**src/rtl/fp_mult_arbiter.sv**
```systemverilog
// fp_mult_arbiter: two-requester front end for a shared, LATENCY-deep fp_mult core.
// Grants are combinational. A {valid, id} tag pipeline tracks each issued
// operation so the core's result can be steered back to its owner.
// Optional build macro FPM_ARB_FIXED_PRIO_EN: requester 0 always wins
// contention and the round-robin state is dropped. Without it, arbitration
// is round-robin.
module fp_mult_arbiter #(
  parameter int unsigned LATENCY = 5
) (
  input  logic        clk,
  input  logic        reset,
  input  logic        req0,
  input  logic        req1,
  input  logic [31:0] a0,
  input  logic [31:0] b0,
  input  logic [31:0] a1,
  input  logic [31:0] b1,
  output logic        gnt0,
  output logic        gnt1,
  input  logic        hold,
  output logic        mult_clk_en,
  output logic [31:0] mult_dataa,
  output logic [31:0] mult_datab,
  input  logic [31:0] mult_result,
  input  logic [3:0]  mult_status,
  output logic        rvalid0,
  output logic        rvalid1,
  output logic [31:0] res,
  output logic [3:0]  res_status,
  output logic        busy
);

  localparam int unsigned TAIL = LATENCY - 1;

  // Tag pipeline: one entry per core stage, aligned with the core's data path.
  logic [LATENCY-1:0] tag_valid;
  logic [LATENCY-1:0] tag_id;
  logic               issue;

`ifndef FPM_ARB_FIXED_PRIO_EN
  // Index of the most recent grant; the other requester wins the next tie.
  logic last;
`endif

  // Arbitration: at most one grant per cycle, none while frozen or in reset.
  always_comb begin
    gnt0 = 1'b0;
    gnt1 = 1'b0;
    if (!reset && !hold) begin
      if (req0 && req1) begin
`ifdef FPM_ARB_FIXED_PRIO_EN
        gnt0 = 1'b1;
`else
        if (last) gnt0 = 1'b1;
        else      gnt1 = 1'b1;
`endif
      end else if (req0) begin
        gnt0 = 1'b1;
      end else if (req1) begin
        gnt1 = 1'b1;
      end
    end
  end

  assign issue = gnt0 | gnt1;

  // Operand mux: requester 0 is the idle default.
  always_comb begin
    mult_dataa = a0;
    mult_datab = b0;
    if (gnt1) begin
      mult_dataa = a1;
      mult_datab = b1;
    end
  end

  assign mult_clk_en = ~hold;

`ifndef FPM_ARB_FIXED_PRIO_EN
  // Round-robin state: reset favours requester 0, update only on a grant.
  always_ff @(posedge clk) begin
    if (reset) begin
      last <= 1'b1;
    end else if (issue) begin
      last <= gnt1;
    end
  end
`endif

  // Tag shift register, frozen together with the core while hold is high.
  always_ff @(posedge clk) begin
    if (reset) begin
      tag_valid <= '0;
      tag_id    <= '0;
    end else if (!hold) begin
      for (int unsigned i = TAIL; i > 0; i--) begin
        tag_valid[i] <= tag_valid[i-1];
        tag_id[i]    <= tag_id[i-1];
      end
      tag_valid[0] <= issue;
      tag_id[0]    <= gnt1;
    end
  end

  // Result steering: the tail tag selects the owner; data passes straight through.
  always_comb begin
    rvalid0 = 1'b0;
    rvalid1 = 1'b0;
    if (!reset && !hold && tag_valid[TAIL]) begin
      rvalid0 = ~tag_id[TAIL];
      rvalid1 = tag_id[TAIL];
    end
  end

  assign res        = mult_result;
  assign res_status = mult_status;
  assign busy       = |tag_valid;

endmodule

```
**config.mk**
```make
export PLATFORM = sky130hd
export DESIGN_NAME = fp_mult_arbiter
export DESIGN_NICKNAME = d
export VERILOG_FILES = /design/src/rtl/fp_mult_arbiter.sv
export SDC_FILE = /design/constraint.sdc
export NUM_CORES = 1
export LEC_CHECK = 0
export ABC_CLOCK_PERIOD_IN_PS = 1350
export BUFFER_PORTS_ARGS = -buffer_cell sky130_fd_sc_hd__buf_4
export CORE_AREA = 2 2 106 108
export CTS_CLUSTER_SIZE = 8
export DETAILED_ROUTE_END_ITERATION = 10
export DIE_AREA = 0 0 108 110
export GPL_TIMING_DRIVEN = 0
export MAX_ROUTING_LAYER = met4
export PLACE_DENSITY = 0.55
export SYNTH_ARGS = -nofsm -noshare
export SYNTH_HDL_FRONTEND = slang
export SYNTH_SLANG_ARGS = --single-unit
```
**constraint.sdc**
```tcl
create_clock -name clk -period 1.35 [get_ports clk]
set_input_delay 0.2025 -clock clk [delete_from_list [all_inputs] [get_ports clk]]
set_output_delay 0.2025 -clock clk [all_outputs]
set_load 0.005 [all_outputs]
```
==> metrics <==
outcome=complete, but fails checks; failing checks=setup timing; vias=2086; max_cap viols=0; # DRC=0; # IOs=275; vias in the first global route=1931; core area=10700 um2; Post-Syn Area=1639 um2; Required @ worst endpoint=1.15 ns; largest net degree at the start of global routing=11; largest family of logic cells by synthesized area=multiplexers; Hold Crit Class=input port to register; area occupied by multi-input gates=1172 um2; total number of H-tree levels=1; RSZ-0062 raised after global routing=true; total gr overflow=0; layout cells sized above 1=89.00%; relative slew slack=71.89%; Syn Inst Count=158; Post-DP HPWL=6.025 mm; Pins Over Slew Limit=0; placed cell count=536; Final GP Congestion=0.8774; number of clock sinks=11; Ys Warns=0; Via density=3.800; period utilisation layout=123.7%; Clock transition at path regs=0.05 ns; Syn Nets=327; first-pass GRT wire length=9.321 mm; final cell count without fillers=549; 1st-pass router iterations=4; I/O Buffers=238; total CTS buffers=3; compound-gate portion of the synthesized area=1.374%; CTS max path bufs=2; aggregate global-route resource usage=9.976%; adder-cell share of the synthesized area=0%; worst setup margin=-0.3199 ns; Initial DRC Count=58; register area=221.5 um2; power per cell area=439.4 nW/um2; row count=38; final hold vios=0; initial antenna violation count=0; Die Y=110 um; layout overhead on the synthesized area=156.0%; CTS root buffer=clkbuf_8; CTS tree=built; final setup TNS=-18.50 ns; mux contribution to synthesized area=57.56%; initial core utilization=15.32%; Detail Route Antenna Nets=0; fmax=0.5988 GHz; Clk Latency, worst-skew pair=0.24 ns; post-route minimum period=1.670 ns; Post-Synth XOR/XNOR Area=0%; # hold bufs at CTS=0; worst-path fanout max=10; drt wl/cell=13.60 um; clock skew=0.006576 ns; sequential-to-total area share from yosys stat=13.44%; ANT cells=0; crit path launch type=register; synthesized area per cell=10.37 um2; WP data arrival=1.47 ns; critical path type=register to primary output; worst vdd ir=0.5860 mV; synthesized flop and latch total=11; crit path capture type=primary output; worst slew pin tran=0.4216 ns; Setup Viol. Count Final=65; P_leak=0.002380 uW; FILL cells=1068; die width=108 um; Post-Synth Simple-Gate Area=5.878%; DRT Wirelength=7.468 mm; Yosys cell types=18; nets=579; full die area=11880 um2
synth_stat cells:
cell / instances / area share [%]
mux2_4: 38 / 35
buf_4: 36 / 16
mux2_2: 26 / 18
nor2_1: 12 / 2.7
dfxtp_1: 11 / 13
mux2i_1: 8 / 4.9
buf_6: 5 / 3.4
nand2_1: 5 / 1.1
buf_2: 3 / 0.92
inv_1: 3 / 0.69
nor3_1: 3 / 0.92
a21oi_1: 2 / 0.61
and3_1: 1 / 0.38
clkbuf_1: 1 / 0.23
nand3_1: 1 / 0.31
nor2_2: 1 / 0.38
o21ai_0: 1 / 0.31
o21bai_1: 1 / 0.46
layout by cell type, fill, tap and decap left out, drive strengths merged:
| master | Yosys | layout |
|---|---|---|
| nand2 | 5 | 5 |
| dfxtp | 11 | 11 |
| nand3 | 1 | 1 |
| nor3 | 3 | 3 |
| clkbuf | 1 | 6 |
| a21oi | 2 | 2 |
| buf | 44 | 289 |
| mux2i | 8 | 8 |
| nor2 | 13 | 13 |
| o21bai | 1 | 1 |
| mux2 | 64 | 64 |
| and3 | 1 | 1 |
| inv | 3 | 3 |
| clkinv | 0 | 1 |
| o21ai | 1 | 1 |
per-stage QoR:
step	utilization (%)	area (um2)	setup slack (ns)	power, uW	hold WS [ns]
6_report	39.23	4197	-0.3199	1844	0.1875
2_1_floorplan	-	1639	0.01858	710.9	0.3135
4_1_cts	36.89	3946	-0.3294	1762	0.1860
3_3_place_gp	33.66	3601	-0.3664	1321	0.4301
3_5_place_dp	33.66	3601	-0.3831	1333	0.4396
5_1_grt	39.23	4197	-0.3722	1935	0.2025
worst max-delay path: stages, from the launching register on:
cell     delay [ns]
dfxtp_2        0.34
nand2_4        0.06
nand3_4        0.08
buf_12         0.16
buf_12         0.15
mux2_4         0.32
buf_6          0.12
cell families after synthesis:
logic type	Yosys count
flip-flops	11
AO/OA/AOI/OAI	4
AND/OR/NAND/NOR	23
buffers and inverters	48
multiplexers	72
sequential cells by signal, summed over array words and instances (netlist names):
name,cells
tag_valid,5
last,1
tag_id,5
routing by layer:
metal  up-vias  global-route usage, %  share of wire, %
li1       1016                      -                 -
met1       948                  10.53                33
met2       118                  20.17                57
met3         4                  1.293               9.6
met4         0                  1.282              0.31
met5         -                      -                 0
what timing repair did:
item                       in CTS  in global routing
setup buffers                   5                  1
setup endpoints to repair      65                 65
pin swaps                       2                  1
gates resized for setup        63                 51
gates cloned                    1                  2
final cells by class:
cell class | count | share of cell area (%)
repair buffers | 247 | 51.49
multi-input cells | 99 | 27.94
plain buffers | 45 | 9.750
flip-flops and latches | 11 | 5.277
well taps | 140 | 4.174
clock buffers | 3 | 0.9839
inverters | 3 | 0.2683
clock inverters | 1 | 0.1193
final timing paths:
kind                          startpoint                     end  slack, ns  cells past startpoint
setup reg to reg       last$_SDFFE_PP1P_  tag_id[0]$_SDFFE_PP0N_       0.37                      5
setup / recovery       last$_SDFFE_PP1P_           mult_dataa[5]      -0.32                      6
hold / removal                     reset  tag_id[0]$_SDFFE_PP0N_       0.19                      2
hold reg to reg   tag_id[0]$_SDFFE_PP0N_  tag_id[0]$_SDFFE_PP0N_       0.47                      2
where the power goes:
group / switching [uW] / internal (uW)
Combinational: 320 / 855
Clock: 124 / 203
Sequential: 7.04 / 336
Total: 451 / 1390
No activity file was read; power rests on OpenSTA's default activity.
